File: config.mk
export PLATFORM = sky130hd
export DESIGN_NAME = dco_freq_meter
export DESIGN_NICKNAME = d
export VERILOG_FILES = /design/src/rtl/dco_pkg.sv /design/src/rtl/dco_sync_edge.sv /design/src/rtl/dco_freq_meter.sv
export SDC_FILE = /design/constraint.sdc
export NUM_CORES = 1
export LEC_CHECK = 0
export ABC_AREA = 1
export BUFFER_PORTS_ARGS = -buffer_cell sky130_fd_sc_hd__buf_2
export CAP_MARGIN = 20
export CELL_PAD_IN_SITES_DETAIL_PLACEMENT = 1
export CELL_PAD_IN_SITES_GLOBAL_PLACEMENT = 1
export CORE_MARGIN = 10
export CORE_UTILIZATION = 44
export DETAILED_ROUTE_END_ITERATION = 8
export MAX_ROUTING_LAYER = met4
export PLACE_DENSITY_LB_ADDON = 0.1
export SLEW_MARGIN = 25
export SYNTH_ARGS = -nofsm -noshare
export SYNTH_HDL_FRONTEND = slang
export SYNTH_SLANG_ARGS = --single-unit
File: constraint.sdc
create_clock -name clk -period 2.9 [get_ports clk]
set_clock_uncertainty 0.2 [all_clocks]
set_input_delay 0.29 -clock clk [delete_from_list [all_inputs] [get_ports clk]]
set_output_delay 0.29 -clock clk [all_outputs]
set_load 0.02 [all_outputs]
File: src/rtl/dco_pkg.sv
// Shared definitions for the DCO loop: default widths common to the DCO,
// its frequency meter and the future code controller, plus the meter FSM
// state encoding.
package dco_pkg;

    localparam int DCO_CODE_W = 8;
    localparam int GATE_W     = 16;
    localparam int CNT_W      = 16;

    typedef enum logic [1:0] {
        ST_IDLE    = 2'd0,
        ST_ARM     = 2'd1,
        ST_MEASURE = 2'd2,
        ST_DONE    = 2'd3
    } meter_state_t;

endpackage

File: src/rtl/dco_sync_edge.sv
// Brings the free-running DCO output into the clk domain and flags its
// rising edges.
//   clk    : system clock
//   rst    : synchronous, active-high reset of all flops
//   dco_in : DCO output, asynchronous to clk
//   rise   : high for one clk cycle per synchronised rising edge
// A dco_in transition shows up on rise SYNC_STAGES cycles later, so it is
// counted on the edge after that.
module dco_sync_edge #(
    parameter int SYNC_STAGES = 2
) (
    input  logic clk,
    input  logic rst,
    input  logic dco_in,
    output logic rise
);

    logic [SYNC_STAGES-1:0] sync_r;
    logic                   prev_r;

    // Synchroniser chain plus the previous-value flop; prev runs every cycle
    // so one physical edge can never be reported twice.
    always_ff @(posedge clk) begin
        if (rst) begin
            sync_r <= '0;
            prev_r <= 1'b0;
        end else begin
            sync_r <= {sync_r[SYNC_STAGES-2:0], dco_in};
            prev_r <= sync_r[SYNC_STAGES-1];
        end
    end

    assign rise = sync_r[SYNC_STAGES-1] & ~prev_r;

endmodule

File: src/rtl/dco_freq_meter.sv
// Counts DCO rising edges over a programmable gate of clk cycles and hands
// the result back through a start/valid handshake.
//   clk         : system clock
//   rst_n       : synchronous reset, active HIGH despite its name
//   dco_in      : DCO output, asynchronous to clk
//   start       : measurement request, honoured only when idle
//   gate_cycles : gate length N, captured when start is accepted
//   busy        : high while a measurement is in progress
//   count_out   : last result, held until the next measurement completes
//   count_valid : one-cycle pulse when count_out/overflow are refreshed
//   overflow    : last result saturated at all-ones
// Latency from accepted start to count_valid is SYNC_STAGES+N+1 cycles.
// Inputs faster than f_clk/2 alias and are not detected.
module dco_freq_meter
    import dco_pkg::*;
#(
    parameter int GATE_W      = dco_pkg::GATE_W,
    parameter int CNT_W       = dco_pkg::CNT_W,
    parameter int SYNC_STAGES = 2
) (
    input  logic              clk,
    input  logic              rst_n,
    input  logic              dco_in,
    input  logic              start,
    input  logic [GATE_W-1:0] gate_cycles,
    output logic              busy,
    output logic [CNT_W-1:0]  count_out,
    output logic              count_valid,
    output logic              overflow
);

    localparam int ARM_W = (SYNC_STAGES > 2) ? $clog2(SYNC_STAGES) : 1;
    localparam logic [ARM_W-1:0]  ARM_LAST = ARM_W'(SYNC_STAGES - 1);
    localparam logic [ARM_W-1:0]  ARM_ONE  = ARM_W'(1'b1);
    localparam logic [GATE_W-1:0] GATE_ONE = GATE_W'(1'b1);
    localparam logic [CNT_W-1:0]  CNT_ONE  = CNT_W'(1'b1);
    localparam logic [CNT_W-1:0]  CNT_MAX  = '1;

    meter_state_t      state_r, state_next_s;
    logic [ARM_W-1:0]  arm_cnt_r, arm_next_s;
    logic [GATE_W-1:0] gate_cnt_r, gate_next_s;
    logic [CNT_W-1:0]  edge_cnt_r, edge_next_s;
    logic              ovf_r, ovf_next_s;
    logic              rise_s;
    logic              busy_r, count_valid_r, overflow_r;
    logic [CNT_W-1:0]  count_out_r;

    dco_sync_edge #(
        .SYNC_STAGES (SYNC_STAGES)
    ) u_sync_edge (
        .clk    (clk),
        .rst    (rst_n),
        .dco_in (dco_in),
        .rise   (rise_s)
    );

    // FSM state register.
    always_ff @(posedge clk) begin
        if (rst_n) begin
            state_r <= ST_IDLE;
        end else begin
            state_r <= state_next_s;
        end
    end

    // Next-state logic together with the gate, arm and edge counter updates.
    always_comb begin
        state_next_s = state_r;
        arm_next_s   = arm_cnt_r;
        gate_next_s  = gate_cnt_r;
        edge_next_s  = edge_cnt_r;
        ovf_next_s   = ovf_r;
        case (state_r)
            ST_IDLE: begin
                if (start) begin
                    state_next_s = ST_ARM;
                    arm_next_s   = '0;
                    gate_next_s  = gate_cycles;
                    edge_next_s  = '0;
                    ovf_next_s   = 1'b0;
                end else begin
                    state_next_s = ST_IDLE;
                end
            end
            ST_ARM: begin
                // Edges seen while the synchroniser flushes are ignored.
                if (arm_cnt_r == ARM_LAST) begin
                    if (gate_cnt_r == '0) begin
                        state_next_s = ST_DONE;
                    end else begin
                        state_next_s = ST_MEASURE;
                    end
                end else begin
                    arm_next_s = arm_cnt_r + ARM_ONE;
                end
            end
            ST_MEASURE: begin
                gate_next_s = gate_cnt_r - GATE_ONE;
                if (rise_s) begin
                    if (edge_cnt_r == CNT_MAX) begin
                        ovf_next_s = 1'b1;
                    end else begin
                        edge_next_s = edge_cnt_r + CNT_ONE;
                    end
                end else begin
                    edge_next_s = edge_cnt_r;
                end
                if (gate_cnt_r == GATE_ONE) begin
                    state_next_s = ST_DONE;
                end else begin
                    state_next_s = ST_MEASURE;
                end
            end
            ST_DONE: begin
                state_next_s = ST_IDLE;
            end
            default: begin
                state_next_s = ST_IDLE;
            end
        endcase
    end

    // Working counters of the measurement in progress.
    always_ff @(posedge clk) begin
        if (rst_n) begin
            arm_cnt_r  <= '0;
            gate_cnt_r <= '0;
            edge_cnt_r <= '0;
            ovf_r      <= 1'b0;
        end else begin
            arm_cnt_r  <= arm_next_s;
            gate_cnt_r <= gate_next_s;
            edge_cnt_r <= edge_next_s;
            ovf_r      <= ovf_next_s;
        end
    end

    // Registered outputs, derived from the next state so they line up with
    // the state they describe; the result is captured on entry to DONE,
    // including any edge seen in the final gate cycle.
    always_ff @(posedge clk) begin
        if (rst_n) begin
            busy_r        <= 1'b0;
            count_valid_r <= 1'b0;
            count_out_r   <= '0;
            overflow_r    <= 1'b0;
        end else begin
            busy_r        <= (state_next_s != ST_IDLE);
            count_valid_r <= (state_next_s == ST_DONE);
            if (state_next_s == ST_DONE) begin
                count_out_r <= edge_next_s;
                overflow_r  <= ovf_next_s;
            end else begin
                count_out_r <= count_out_r;
                overflow_r  <= overflow_r;
            end
        end
    end

    assign busy        = busy_r;
    assign count_valid = count_valid_r;
    assign count_out   = count_out_r;
    assign overflow    = overflow_r;

endmodule

After elaboration in Yosys (flattened, before gate mapping) --
Cells that the tools add are included.
Storage, ports and cells: bits in registers 58, bits of input ports 20, word-level logic and storage cells 48
Cells by class: mux-type cells 18, reductions and logical operators 7, bitwise operators 2, add/subtract/negate cells 3, eq/ne operators 7
Operators with widths (number):
- 16-bit 2-to-1 mux | 4
- 16-bit case mux with 2 select lines | 2
- 16-bit by 1-bit adder with 16-bit output, second input constant | 1
- 16-bit by 1-bit == test with 1-bit output, second input constant | 1
- 16-bit == test, second input constant | 1
- 16-bit logical NOT | 1
- 16-bit by 1-bit subtractor with 16-bit output, second input constant | 1
- 1-bit 2-to-1 mux | 8
- 2-bit case mux with 4 select lines | 1
- 2-bit == test, second input constant | 3
- 2-bit nonzero test | 3
- 1-bit case mux with 2 select lines | 2
- 2-bit AND reduction | 2
- 2-bit by 1-bit == test with 1-bit output, second input constant | 1
- 2-bit logical NOT | 1
- 2-bit 2-to-1 mux | 1
- 2-bit inequality test, second input constant | 1
- 1-bit adder, second input constant | 1
- 1-bit AND | 1
- 1-bit inverter | 1

Longest topological paths before layout --
Gate-level depths: netlist of the first run.
depth in word-level cells 5, mapped depth 13, depth with buffers taken out 12

By module --
From an unflattened synthesis of the first run, not the netlist that was laid out.
Second synthesis, totals: cell total of the unflattened synthesis 519, area total of the unflattened synthesis 3335.7 µm²
Modules (own cells, without submodules):
- dco_freq_meter | times used 1, cells an instance 509, area each 3249.4 µm²
- dco_sync_edge | times used 1, cells an instance 10, area each 86.3 µm²

Worst setup path before layout of the first run --
OpenSTA, ideal clock, no wires.
path kind reg2reg, start point register edge_cnt_r[1], end point register count_out_r[0], in the netlist count_out[0], path slack 1.178 ns, cell stages (with the launch flop) 14, library setup time 0.111 ns, period minus slack after synthesis 1.722 ns, arrival time 1.410 ns, path through dfxtp_1 -> ha_1 -> buf_2 -> inv_1 -> nor2_1 -> nand2_1 -> inv_1 -> nand3_1 -> nand2_1 -> nand2_1 -> nand3_1 -> nand2_1 -> nor2_1 -> nor2_1
On the way: cells in the longest elaborated chain, start to end 4
RTL lines:
- from (decl) | line dco_freq_meter.sv:42 | logic [CNT_W-1:0] edge_cnt_r, edge_next_s;
- from (signal assigned) | line dco_freq_meter.sv:133 | edge_cnt_r <= edge_next_s;
- 16-bit == test | line dco_freq_meter.sv:100 | if (edge_cnt_r == CNT_MAX) begin
- 16-bit 2-to-1 mux | line dco_freq_meter.sv:100
- 16-bit 2-to-1 mux | line dco_freq_meter.sv:99 | if (rise_s) begin
- 16-bit case mux with 2 select lines | line dco_freq_meter.sv:73 | case (state_r)
- to (signal assigned) | line dco_freq_meter.sv:151 | count_out_r <= edge_next_s;
- to (signal assigned) | line dco_freq_meter.sv:154 | count_out_r <= count_out_r;
- to (decl) | line dco_freq_meter.sv:46 | logic [CNT_W-1:0] count_out_r;
No other way between the ends. A chain may end at the register's enable or synchronous reset.

Worst setup path after layout of the first run --
start point register edge_cnt_r[0], end point register count_out_r[10], in the netlist count_out[10]
On the way: cells in the longest elaborated chain, start to end 4
RTL lines (line):
- 16-bit by 1-bit adder with 16-bit output / 16-bit == test (equally long branches) | dco_freq_meter.sv:103, dco_freq_meter.sv:100
- 16-bit 2-to-1 mux (*) | dco_freq_meter.sv:100
- 16-bit 2-to-1 mux (*) | dco_freq_meter.sv:99
- 16-bit case mux with 2 select lines (*) | dco_freq_meter.sv:73
Mark *: on every way between the ends. The rest lies on a longest branch, timed or not.

==> results of run 1 <==
==> area by class of cell <==
type | count | area share, %
multi-input combinational | 385 | 47.7
sequential | 58 | 30.6
inverter | 64 | 6.34
timing repair buffer | 43 | 6.14
clock buffer | 9 | 3.27
tap | 99 | 3.27
clock inverter | 7 | 2.67
==> cell usage in the layout, fill, tap and decap left out, types with 6 or more instances in the layout <==
cell type  instances
a21oi_1           27
a31oi_1            6
buf_2             38
clkbuf_8           9
dfxtp_1           58
inv_1             56
inv_2              6
nand2_1          153
nand2_2            7
nand3_1           54
nand4_1            7
nor2_1            75
o21ai_0            8
o21ai_1            6
==> metal layers <==
| layer | wire length (um) | GRT usage, % | share of wire, % | vias to the layer above |
|---|---|---|---|---|
| met4 | 123 | 5.90 | 1.2 | 0 |
| met2 | 4600 | 29.0 | 45 | 87 |
| met3 | 523 | 4.01 | 5.1 | 12 |
| met5 | 0 | - | 0 | - |
| li1 | - | - | - | 1738 |
| met1 | 4970 | 24.5 | 49 | 1625 |
==> stage by stage <==
stage / hold WS (ps) / cells / setup WS [ps]
finish: 15.5 / 665 / 647
global route: 13.2 / 665 / 420
CTS: 1.84 / 665 / 665
detailed placement: 227 / 647 / 717
global placement: 197 / 647 / 802
floorplan: 171 / 527 / 1180
==> flip-flops by register name, summed over array words and instances, names as in the netlist <==
name / count
u_sync_edge.prev_r: 1
state_r: 2
overflow: 1
count_out: 16
count_valid: 1
edge_cnt_r: 16
ovf_r: 1
busy: 1
u_sync_edge.sync_r: 2
arm_cnt_r: 1
gate_cnt_r: 16
==> power by group through the flow <==
stage	Sequential [mW]	Clock [mW]	Combinational, mW
finish	0.858	0.850	0.282
CTS	0.858	0.870	0.284
floorplan	0.879	0	0.194
global route	0.862	0.904	0.320
global placement	0.873	0	0.270
detailed placement	0.876	0	0.280
==> final timing paths <==
check / startpoint / slack (ps) / endpoint
max: edge_cnt_r[0] / 650 / count_out[10]
min: gate_cycles[3] / 20 / gate_cnt_r[3]
max reg2reg: edge_cnt_r[0] / 650 / count_out[10]
min reg2reg: u_sync_edge.sync_r[0] / 220 / u_sync_edge.sync_r[1]
==> worst register-to-register path: stages, from the launching register on <==
cell and delay, ps:
dfxtp_1 480, ha_1 360, inv_1 80, nor2_1 150, nand2_1 130, inv_1 110, nand2_2 140, nand3_1 120
nand3_1 180, nand3_1 150, nand2_1 60, inv_1 50
==> cell families (layout without fill, tap and decap cells) <==
logic type               count (synthesis)  count (layout)
buffers and inverters                   84             123
AND/OR/NAND/NOR                        313             313
XOR/XNOR                                 7               7
adder cells (fa/ha/maj)                  4               4
flip-flops                              58              58
AO/OA/AOI/OAI                           61              61
==> run_results.csv, run 1 <==
group,metric,value,unit
floorplan,rows,31,
critical_path,crit_cells,11,
finish,n_antenna_cell,0,
critical_path,cp_cell_sequence,"ha_1, inv_1, nor2_1, nand2_1, inv_1, nand2_2, nand3_1, nand3_1, nand3_1, nand2_1, inv_1",
power,clkPwrFrac,42.7,%
timing,rsz0062_at_grt,"no",
finish,nets,585,
finish,fill_cells,1039,
clock_tree,cts_hold_buf,2,
timing,hold_viol_final,0,
power,fin_total_pwr,1.99,mW
timing,period_share,77.7,%
floorplan,die_area,11400,um2
clock_tree,cts_resized,0,
routing,ant_nets,0,
hold_path,hold_path_class,"in2reg",
routing,first_pass_iters,4,
clock_tree,clock_latency,340,ps
hold_path,hold_depth,3,
critical_path,endpoint_kind,"register",
global_routing,grt_pass1_vias,3565,
synthesis,yosysTopAreaCellShare,35.1,%
routing,drc,0,
power,p_int,1.41,mW
timing,slew_viol_final,0,
critical_path,slowest_delay,480,ps
placed_design,place_congestion,0.880,
timing,fmax,444,MHz
clock_tree,cts.path.max_buffers,2,
power,switching_share,29.2,%
timing,timing.final.crit_period,2250,ps
synthesis,ys_top_cells_by_area,"dfxtp_1 35%, nand2_1 17%, nor2_1 8.5%",
clock_tree,root_buffer,"clkbuf_8",
synthesis,synth.most_common_cell,"nand2_1",
timing,finalSetupViolations,0,
critical_path,timing.critical_path.buf_inv,3,
clock_tree,cts-buffers-inserted,9,
synthesis,synth_top_family_by_area,"simple AND/OR/NAND/NOR gates",
critical_path,critPathRequiredTime,2990,ps
finish,stdcell_area,3790,um2
synthesis,muxShareOfSynthArea,0,%
floorplan,fp.dieW,107,um
global_routing,track_usage,19.0,%
critical_path,cp.arrival,2350,ps
power,seqPwrFrac,43.1,%
power,power.switching,0.581,mW
synthesis,synth-main-ff-cell,"dfxtp_1",
critical_path,r2r_cells,11,
synthesis,yosys_warnings,0,
global_routing,antenna_found_initial,0,
global_routing,grt-ovfl-total,0,
critical_path,critical_path_class,"reg2reg",
global_routing,grt_max_degree,40,
clock_tree,clk_pin_slew_worst_paths,80,ps
timing,worst_pin_slew,560,ps
global_routing,grt_pass1_wl,17.4,mm
finish,register_area,1160,um2
routing,wirelength,10.2,mm
routing,wl_per_cell,15.4,um
synthesis,synth.distinct_cells,37,
routing,drt_iter0_drc,166,
finish,multi_input_comb_area,1810,um2
power,combPwrFrac,14.2,%
clock_tree,cts_setup_buffers,0,
synthesis,ys_ff_latch,58,
critical_path,crit_family,"simple AND/OR/NAND/NOR gates",
routing,num_vias,3462,
placed_design,hpwlAfterDp,7.25,mm
synthesis,synthCells,527,
clock_tree,cts_tree,"yes",
floorplan,initial_utilization,45.4,%
power,ir_worst_vdd,0.412,mV
synthesis,synth_compound_area_share,11.0,%
floorplan,fp.dieH,107,um
timing,fin_setup_tns,0,ps
synthesis,synth_edf_count,0,
synthesis,syn_nets,551,
synthesis,synthTopCellsByCount,"153 x nand2_1, 75 x nor2_1, 58 x dfxtp_1, 56 x inv_1, 54 x nand3_1",
clock_tree,cts_sinks,58,
finish,post-route-util,52.0,%
status,outcome,"completed",
synthesis,async_flop_share,0,%
synthesis,synthSimpleGateAreaFrac,40.3,%
critical_path,path_max_fanout,10,
floorplan,ios,39,
clock_tree,htree_levels,3,
job,cap_viol_max_count,0,
synthesis,seq_area_frac_synth,35.1,%
synthesis,synth-xor-area-share,1.85,%
synthesis,synthAdderAreaFrac,1.51,%
synthesis,syn_area,3310,um2
critical_path,startpoint_type,"register",
finish,layout-drive-gt1-share,15.5,%
placed_design,placed_cell_area,3550,um2
critical_path,slowest_stage,"dfxtp_1",
routing,via_per_inst,5.21,
placed_design,port_buffers,38,
synthesis,synth_top_area_cell,"dfxtp_1",
timing,slew_headroom,62.5,%
synthesis,syn_avg_cell_area,6.28,um2
power,p_leak,1.79,nW
finish,syn2layout_area_growth,14.5,%
power,powerDensity,525,nW/um2
floorplan,core_area,7290,um2
(Power assumes the default switching activity.)
==> inputs of run 2 (changes only) <==
CORE_UTILIZATION = 37   (was 44)
clock period = 1.8 ns   (was 2.9 ns; I/O delays follow)
==> run 2 against run 1 <==
Net effect:
- the flow now finishes with violations (negative setup slack)
- sequential share of layout area fell by 5.0 points
- sequential power rose by 60%
- register-to-register slack got worse by 670 ps
- die area rose by 15%
- setup slack got worse by 670 ps
- via count rose by 8.4%
- routed wire length rose by 17%
- sequential cell count did not move
- critical path type unchanged
- critical endpoint is now count_out[14]
==> run_results.csv, run 2 (same netlist as run 1, synthesis figures left out) <==
group,metric,value,unit
critical_path,critPathRequiredTime,1830,ps
timing,rsz0062_at_grt,"yes",
critical_path,startpoint,"gate_cnt_r[0]",
timing,fmax,549,MHz
hold_path,hold_end,"gate_cnt_r[1]",
power,ir_worst_vdd,0.413,mV
clock_tree,clock_latency,340,ps
clock_tree,cts_tree,"yes",
clock_tree,clk_pin_slew_worst_paths,70,ps
floorplan,die_area,13100,um2
job,cap_viol_max_count,0,
global_routing,grt_pass1_wl,18.6,mm
hold_path,hold_path_class,"in2reg",
routing,via_per_inst,5.08,
floorplan,fp.dieH,115,um
status,violations,"negative setup slack",
placed_design,place_ws,-37.4,ps
finish,stdcell_area,4610,um2
critical_path,path_max_fanout,5,
power,seqPwrFrac,42.9,%
global_routing,grt_max_degree,27,
routing,drt_iter0_drc,123,
clock_tree,root_buffer,"clkbuf_8",
timing,hold_viol_final,0,
global_routing,antenna_found_initial,0,
routing,ant_nets,0,
critical_path,endpoint_kind,"register",
clock_tree,cts_sinks,58,
status,outcome,"finished, violations left",
timing,period_share,101,%
finish,layout_commonest_cell,"nand2_1",
floorplan,fp.dieW,115,um
floorplan,rows,34,
clock_tree,cts.path.max_buffers,2,
critical_path,timing.rr.end,"count_out[14]",
finish,final_cell_mix,"144 x nand2_1, 60 x nor2_1, 52 x inv_1",
timing,finalSetupViolations,2,
critical_path,r2r_setup_slack,-20,ps
critical_path,r2r-start,"gate_cnt_r[0]",
finish,multi_input_comb_area,2040,um2
hold_path,min-delay-start,"gate_cycles[1]",
clock_tree,htree_levels,3,
power,powerDensity,693,nW/um2
routing,wirelength,11.9,mm
power,clkPwrFrac,36.9,%
global_routing,grt-ovfl-total,0,
power,switching_share,29.8,%
timing,timing.final.crit_period,1820,ps
critical_path,r2r_cells,11,
finish,fill_cells,1168,
routing,wl_per_cell,16.1,um
critical_path,critical_path_class,"reg2reg",
timing,slew_viol_final,0,
timing,worst_hold_slack,9.54,ps
hold_path,hold_depth,3,
finish,n_antenna_cell,0,
placed_design,place_congestion,0.806,
critical_path,cp.arrival,1850,ps
floorplan,ios,39,
global_routing,track_usage,17.6,%
power,combPwrFrac,20.2,%
finish,syn2layout_area_growth,39.2,%
timing,slew_headroom,58.8,%
floorplan,initial_utilization,38.0,%
finish,layout-drive-gt1-share,31.4,%
finish,register_area,1180,um2
power,p_leak,2.18,nW
finish,nets,650,
floorplan,core_area,8720,um2
global_routing,grt_pass1_vias,3912,
placed_design,port_buffers,38,
routing,first_pass_iters,4,
power,power.switching,0.954,mW
placed_design,hpwlAfterDp,8.12,mm
power,p_int,2.24,mW
timing,fin_ws,-20.4,ps
placed_design,placed_cell_area,3920,um2
routing,num_vias,3753,
routing,drc,0,
timing,worst_pin_slew,615,ps
critical_path,startpoint_type,"register",
clock_tree,cts-buffers-inserted,9,
run 2: per-stage QoR:
stage | setup TNS (ps) | power, mW | cells | util (%)
floorplan | 0 | 1.73 | 527 | -
global placement | 0 | 1.93 | 702 | 44.9
detailed placement | -187 | 1.95 | 702 | 44.9
CTS | -195 | 3.16 | 732 | 48.9
global route | -1650 | 3.37 | 739 | 52.9
finish | -29.3 | 3.19 | 739 | 52.9
run 2: worst max-delay path by stage:
stage,end,slack (ps)
6_report,count_out[14],-20
2_1_floorplan,count_out[0],80
5_1_grt,count_out[0],-130
4_1_cts,count_out[14],-50
3_5_place_dp,count_out[2],-40
3_3_place_gp,count_out[14],10
run 2: cell type report:
cell class	count	share of cell area, %
clock buffers	13	3.01
clock inverters	3	0.869
inverters	64	5.48
multi-input cells	385	44.3
flip-flops and latches	58	25.6
well taps	108	2.93
repair buffers	108	17.8
run 2: worst max-delay path, stage by stage (launching register included):
cell and delay [ps]:
dfxtp_2 340, inv_2 60, ha_1 200, o21ai_1 160
nand2_2 90, nand2_4 100, nand2_2 70, nand2_4 130
clkbuf_16 180, nand2_1 50, nand2_1 50, nor2_1 70
run 2: timing repair:
item,CTS,global route
setup buffers,2,4
cloned,0,3
pin swaps,0,22
endpoints found under the setup margin,22,39
gates resized for setup,11,74
hold buffers,12,0
endpoints found under the hold margin,14,0
run 2: routing by layer:
metal / part of all wire, % / GRT usage [%]
met2: 53 / 31.5
met3: 2.7 / 3.72
met1: 42 / 19.1
met5: 0 / -
met4: 1.8 / 4.68
run 2: power groups by stage:
stage          clock (mW)  sequential, mW  combinational [mW]
2_1_floorplan           0            1.42               0.313
3_3_place_gp            0            1.39               0.540
3_5_place_dp            0            1.39               0.557
4_1_cts              1.21            1.37               0.593
5_1_grt              1.27            1.38               0.720
6_report             1.18            1.37               0.645
==> inputs of run 3 (changes only) <==
ABC_AREA = default   (was 1)
CORE_UTILIZATION = 39   (was 37)
SETUP_SLACK_MARGIN = 0.15   (was default)
==> run 3 against run 2 <==
Net effect:
- the run now fails in global routing
- area after synthesis down 11%
- synthesized cell count down 35%
==> run_results.csv, run 3 <==
group,metric,value,unit
clock_tree,cts.path.max_buffers,2,
global_routing,grt_max_degree,42,
clock_tree,cts_sinks,58,
synthesis,synth.most_common_cell,"dfxtp_1",
synthesis,yosys_warnings,0,
synthesis,yosysTopAreaCellShare,39.4,%
synthesis,synth-xor-area-share,1.49,%
synthesis,syn_area,2950,um2
placed_design,port_buffers,38,
floorplan,fp.dieW,107,um
floorplan,fp.dieH,107,um
synthesis,syn_avg_cell_area,8.62,um2
placed_design,place_inst,538,
timing,endpoint_type,"register data pin",
synthesis,synthSimpleGateAreaFrac,30.1,%
synthesis,async_flop_share,0,%
synthesis,synthTopCellsByCount,"58 x dfxtp_1, 46 x nor2_1, 24 x nand2_1, 21 x a21oi_1, 14 x clkbuf_1",
synthesis,seq_area_frac_synth,39.4,%
synthesis,synthAdderAreaFrac,1.70,%
synthesis,muxShareOfSynthArea,2.42,%
status,failing_step,"global routing",
placed_design,place_ws,-317,ps
status,firstError,"[ERROR DPL-0033] detailed placement checks failed during check placement.",
synthesis,ys_ff_latch,58,
floorplan,initial_utilization,40.4,%
synthesis,syn_nets,366,
floorplan,rows,31,
synthesis,synth_top_family_by_area,"simple AND/OR/NAND/NOR gates",
placed_design,place_congestion,0.884,
synthesis,synth.distinct_cells,65,
synthesis,synth_edf_count,0,
timing,repair-timing-grt-worst-ep,"gate_cnt_r[11]$_SDFFE_PP0P_/D",
status,outcome,"aborted with a tool error",
clock_tree,root_buffer,"clkbuf_8",
floorplan,ios,39,
synthesis,synth_compound_area_share,20.6,%
synthesis,synth-main-ff-cell,"dfxtp_1",
clock_tree,cts-buffers-inserted,9,
synthesis,ys_top_cells_by_area,"dfxtp_1 39%, nor2_1 5.9%, a21oi_1 3.6%",
placed_design,hpwlAfterDp,7.59,mm
global_routing,antenna_found_initial,0,
synthesis,synthCells,342,
clock_tree,htree_levels,3,
synthesis,synth_top_area_cell,"dfxtp_1",
==> run 3: cell count changes after synthesis, sizes merged, moves of 7 or more <==
cell	delta
o21ai	-7
inv	-55
a211oi	+10
nand2	-136
nand3	-41
nor2	-35
a21oi	-11
nor4	+12
nand2b	+7
or4	+7
clkbuf	+8
==> run 3: timing repair <==
item	CTS
endpoints found under the setup margin	50
hold buffers	8
pin swaps	33
cloned	2
hold endpoints to repair	8
setup buffers	20
resized for setup	90
==> run 3: cell families after synthesis <==
kind of cell	count (synthesis)
AND/OR/NAND/NOR	156
AO/OA/AOI/OAI	83
flip-flops	58
buffers and inverters	29
multiplexers	7
XOR/XNOR	5
adder cells (fa/ha/maj)	4
==> run 3: through the flow <==
step	instance area, um2	hold slack, ps	utilization, %	TNS (ps)
after floorplan	3100	108	-	-3410
after global placement	3930	196	53.9	-4640
after detailed placement	3930	204	53.9	-6300
after CTS	4740	2.11	65.1	-6340
==> inputs of run 4 (changes only) <==
CELL_PAD_IN_SITES_DETAIL_PLACEMENT = default   (was 1)
CELL_PAD_IN_SITES_GLOBAL_PLACEMENT = default   (was 1)
CORE_UTILIZATION = 40   (was 39)
MAX_ROUTING_LAYER = default   (was met4)
PLACE_DENSITY_LB_ADDON = 0.15   (was 0.1)
SETUP_SLACK_MARGIN = default   (was 0.15)
clock period = 2.35 ns   (was 1.8 ns; I/O delays follow)
==> run 4 against run 3 <==
Net effect:
- synthesized cell count did not move
- the flow now finishes without violations
- area after synthesis unchanged
==> run_results.csv, run 4 <==
group,metric,value,unit
status,outcome,"completed",
clock_tree,cts_sinks,58,
synthesis,synth_edf_count,0,
synthesis,synthTopCellsByCount,"58 x dfxtp_1, 46 x nor2_1, 24 x nand2_1, 21 x a21oi_1, 14 x clkbuf_1",
floorplan,fp.dieW,106,um
routing,first_pass_iters,5,
synthesis,syn_area,2950,um2
placed_design,place_congestion,0.884,
synthesis,syn_avg_cell_area,8.62,um2
finish,nets,433,
global_routing,grt_max_degree,22,
finish,layoutNonFillerInstCount,513,
power,p_int,1.71,mW
critical_path,path_max_fanout,5,
synthesis,synth-xor-area-share,1.49,%
synthesis,async_flop_share,0,%
clock_tree,clk_pin_slew_worst_paths,70,ps
power,p_leak,1.47,nW
power,power.switching,0.629,mW
timing,fmax,445,MHz
routing,wl_per_cell,16.4,um
hold_path,hold_path_class,"in2reg",
timing,slew_headroom,61.8,%
floorplan,initial_utilization,40.9,%
routing,num_vias,2854,
synthesis,ys_ff_latch,58,
critical_path,startpoint_type,"register",
power,combPwrFrac,15.7,%
synthesis,yosys_warnings,0,
finish,n_antenna_cell,0,
floorplan,fp.dieH,106,um
timing,timing.final.crit_period,2250,ps
placed_design,hpwlAfterDp,6.15,mm
timing,worst_hold_slack,2.71,ps
power,seqPwrFrac,45.0,%
global_routing,grt_pass1_vias,2806,
clock_tree,htree_levels,3,
finish,layout-drive-gt1-share,25.6,%
power,powerDensity,629,nW/um2
clock_tree,cts_setup_buffers,0,
critical_path,critPathRequiredTime,2410,ps
floorplan,rows,31,
global_routing,antenna_found_initial,0,
finish,final_cell_mix,"58 x dfxtp_1, 46 x nor2_1, 38 x buf_2",
timing,finalSetupViolations,0,
synthesis,muxShareOfSynthArea,2.42,%
synthesis,synthCells,342,
synthesis,seq_area_frac_synth,39.4,%
job,cap_viol_max_count,0,
critical_path,critical_path_class,"reg2reg",
synthesis,synth_compound_area_share,20.6,%
synthesis,synth_top_family_by_area,"simple AND/OR/NAND/NOR gates",
routing,via_per_inst,5.56,
synthesis,yosysTopAreaCellShare,39.4,%
routing,drc,0,
clock_tree,clock_latency,340,ps
synthesis,ys_top_cells_by_area,"dfxtp_1 39%, nor2_1 5.9%, a21oi_1 3.6%",
global_routing,grt_pass1_wl,14.2,mm
finish,layout_commonest_cell,"dfxtp_1",
timing,period_share,95.5,%
placed_design,place_inst,490,
routing,drt_iter0_drc,170,
synthesis,synthAdderAreaFrac,1.70,%
floorplan,die_area,11200,um2
global_routing,track_usage,15.3,%
clock_tree,cts.path.max_buffers,2,
routing,ant_nets,0,
timing,hold_viol_final,0,
power,switching_share,26.9,%
finish,fill_cells,711,
synthesis,syn_nets,366,
floorplan,core_area,7210,um2
synthesis,synth.most_common_cell,"dfxtp_1",
floorplan,ios,39,
power,ir_worst_vdd,0.272,mV
timing,worst_pin_slew,566,ps
placed_design,port_buffers,38,
synthesis,synth_top_area_cell,"dfxtp_1",
clock_tree,cts_tree,"yes",
power,clkPwrFrac,39.3,%
critical_path,endpoint_kind,"register",
synthesis,synthSimpleGateAreaFrac,30.1,%
timing,slew_viol_final,0,
clock_tree,cts-buffers-inserted,9,
synthesis,synth.distinct_cells,65,
routing,wirelength,8.41,mm
timing,rsz0062_at_grt,"yes",
synthesis,synth-main-ff-cell,"dfxtp_1",
global_routing,grt-ovfl-total,0,
finish,syn2layout_area_growth,26.0,%
clock_tree,root_buffer,"clkbuf_8",
critical_path,cp.arrival,2310,ps
run 4: cell counts after synthesis:
Identical to the previous run, type by type.
run 4: worst paths after layout:
path / startpoint / endpoint / slack [ps] / depth (start not counted)
hold / removal: rst_n / overflow / 3 / 2
setup reg to reg: edge_cnt_r[0] / count_out[15] / 100 / 6
hold reg to reg: u_sync_edge.sync_r[0] / u_sync_edge.sync_r[1] / 250 / 1
setup / recovery: edge_cnt_r[0] / count_out[15] / 100 / 6
run 4: through the flow:
stage	util [%]	worst slack, ps	power (mW)	TNS, ps	instance area [um2]
after floorplan	-	273	1.29	0	2950
after global placement	47.4	147	1.42	0	3420
after detailed placement	47.4	75.9	1.43	0	3420
after CTS	51.2	62.5	2.35	0	3690
after global routing	51.5	-9.15	2.44	-17.9	3710
final	51.5	105	2.33	0	3710
run 4: critical path, stage by stage, from the launching register on:
cell and delay, ps:
dfxtp_1 390, ha_1 250, nand3b_1 110, or4_4 570, nor3_4 300, nor4_1 130, a211oi_2 220
run 4: cells by family (layout without fill, tap and decap cells):
| logic type | Yosys count | after routing |
|---|---|---|
| fa+ha+maj | 4 | 4 |
| compound gates | 83 | 83 |
| mux | 7 | 7 |
| simple gates | 156 | 156 |
| buf+inv | 29 | 101 |
| xor+xnor | 5 | 5 |
| flops | 58 | 58 |
run 4: cell type report:
type,count,area [um2],area share [%]
clock buffer,15,196,5.29
sequential,58,1160,31.3
timing repair buffer,78,520,14.0
tap,99,124,3.34
multi-input combinational,255,1680,45.2
inverter,7,26.3,0.708
clock inverter,1,5.00,0.135
run 4: layer usage:
layer	GRT usage, %	wire [um]	vias up
met3	4.08	412	7
met5	0	0	-
met1	18.8	3810	1358
li1	-	-	1419
met2	25.2	4090	70
met4	5.13	90	0
run 4: repair_timing:
item                                    CTS  global route
endpoints found under the hold margin     7             0
endpoints found under the setup margin    0             4
hold buffers                              7             0
gates resized for setup                   0             4
run 4: power by group through the flow:
| stage | logic (mW) | clock network [mW] | registers [mW] |
|---|---|---|---|
| detailed placement | 0.355 | 0 | 1.07 |
| global route | 0.406 | 0.979 | 1.06 |
| floorplan | 0.213 | 0 | 1.07 |
| CTS | 0.366 | 0.934 | 1.05 |
| global placement | 0.354 | 0 | 1.07 |
| finish | 0.366 | 0.919 | 1.05 |
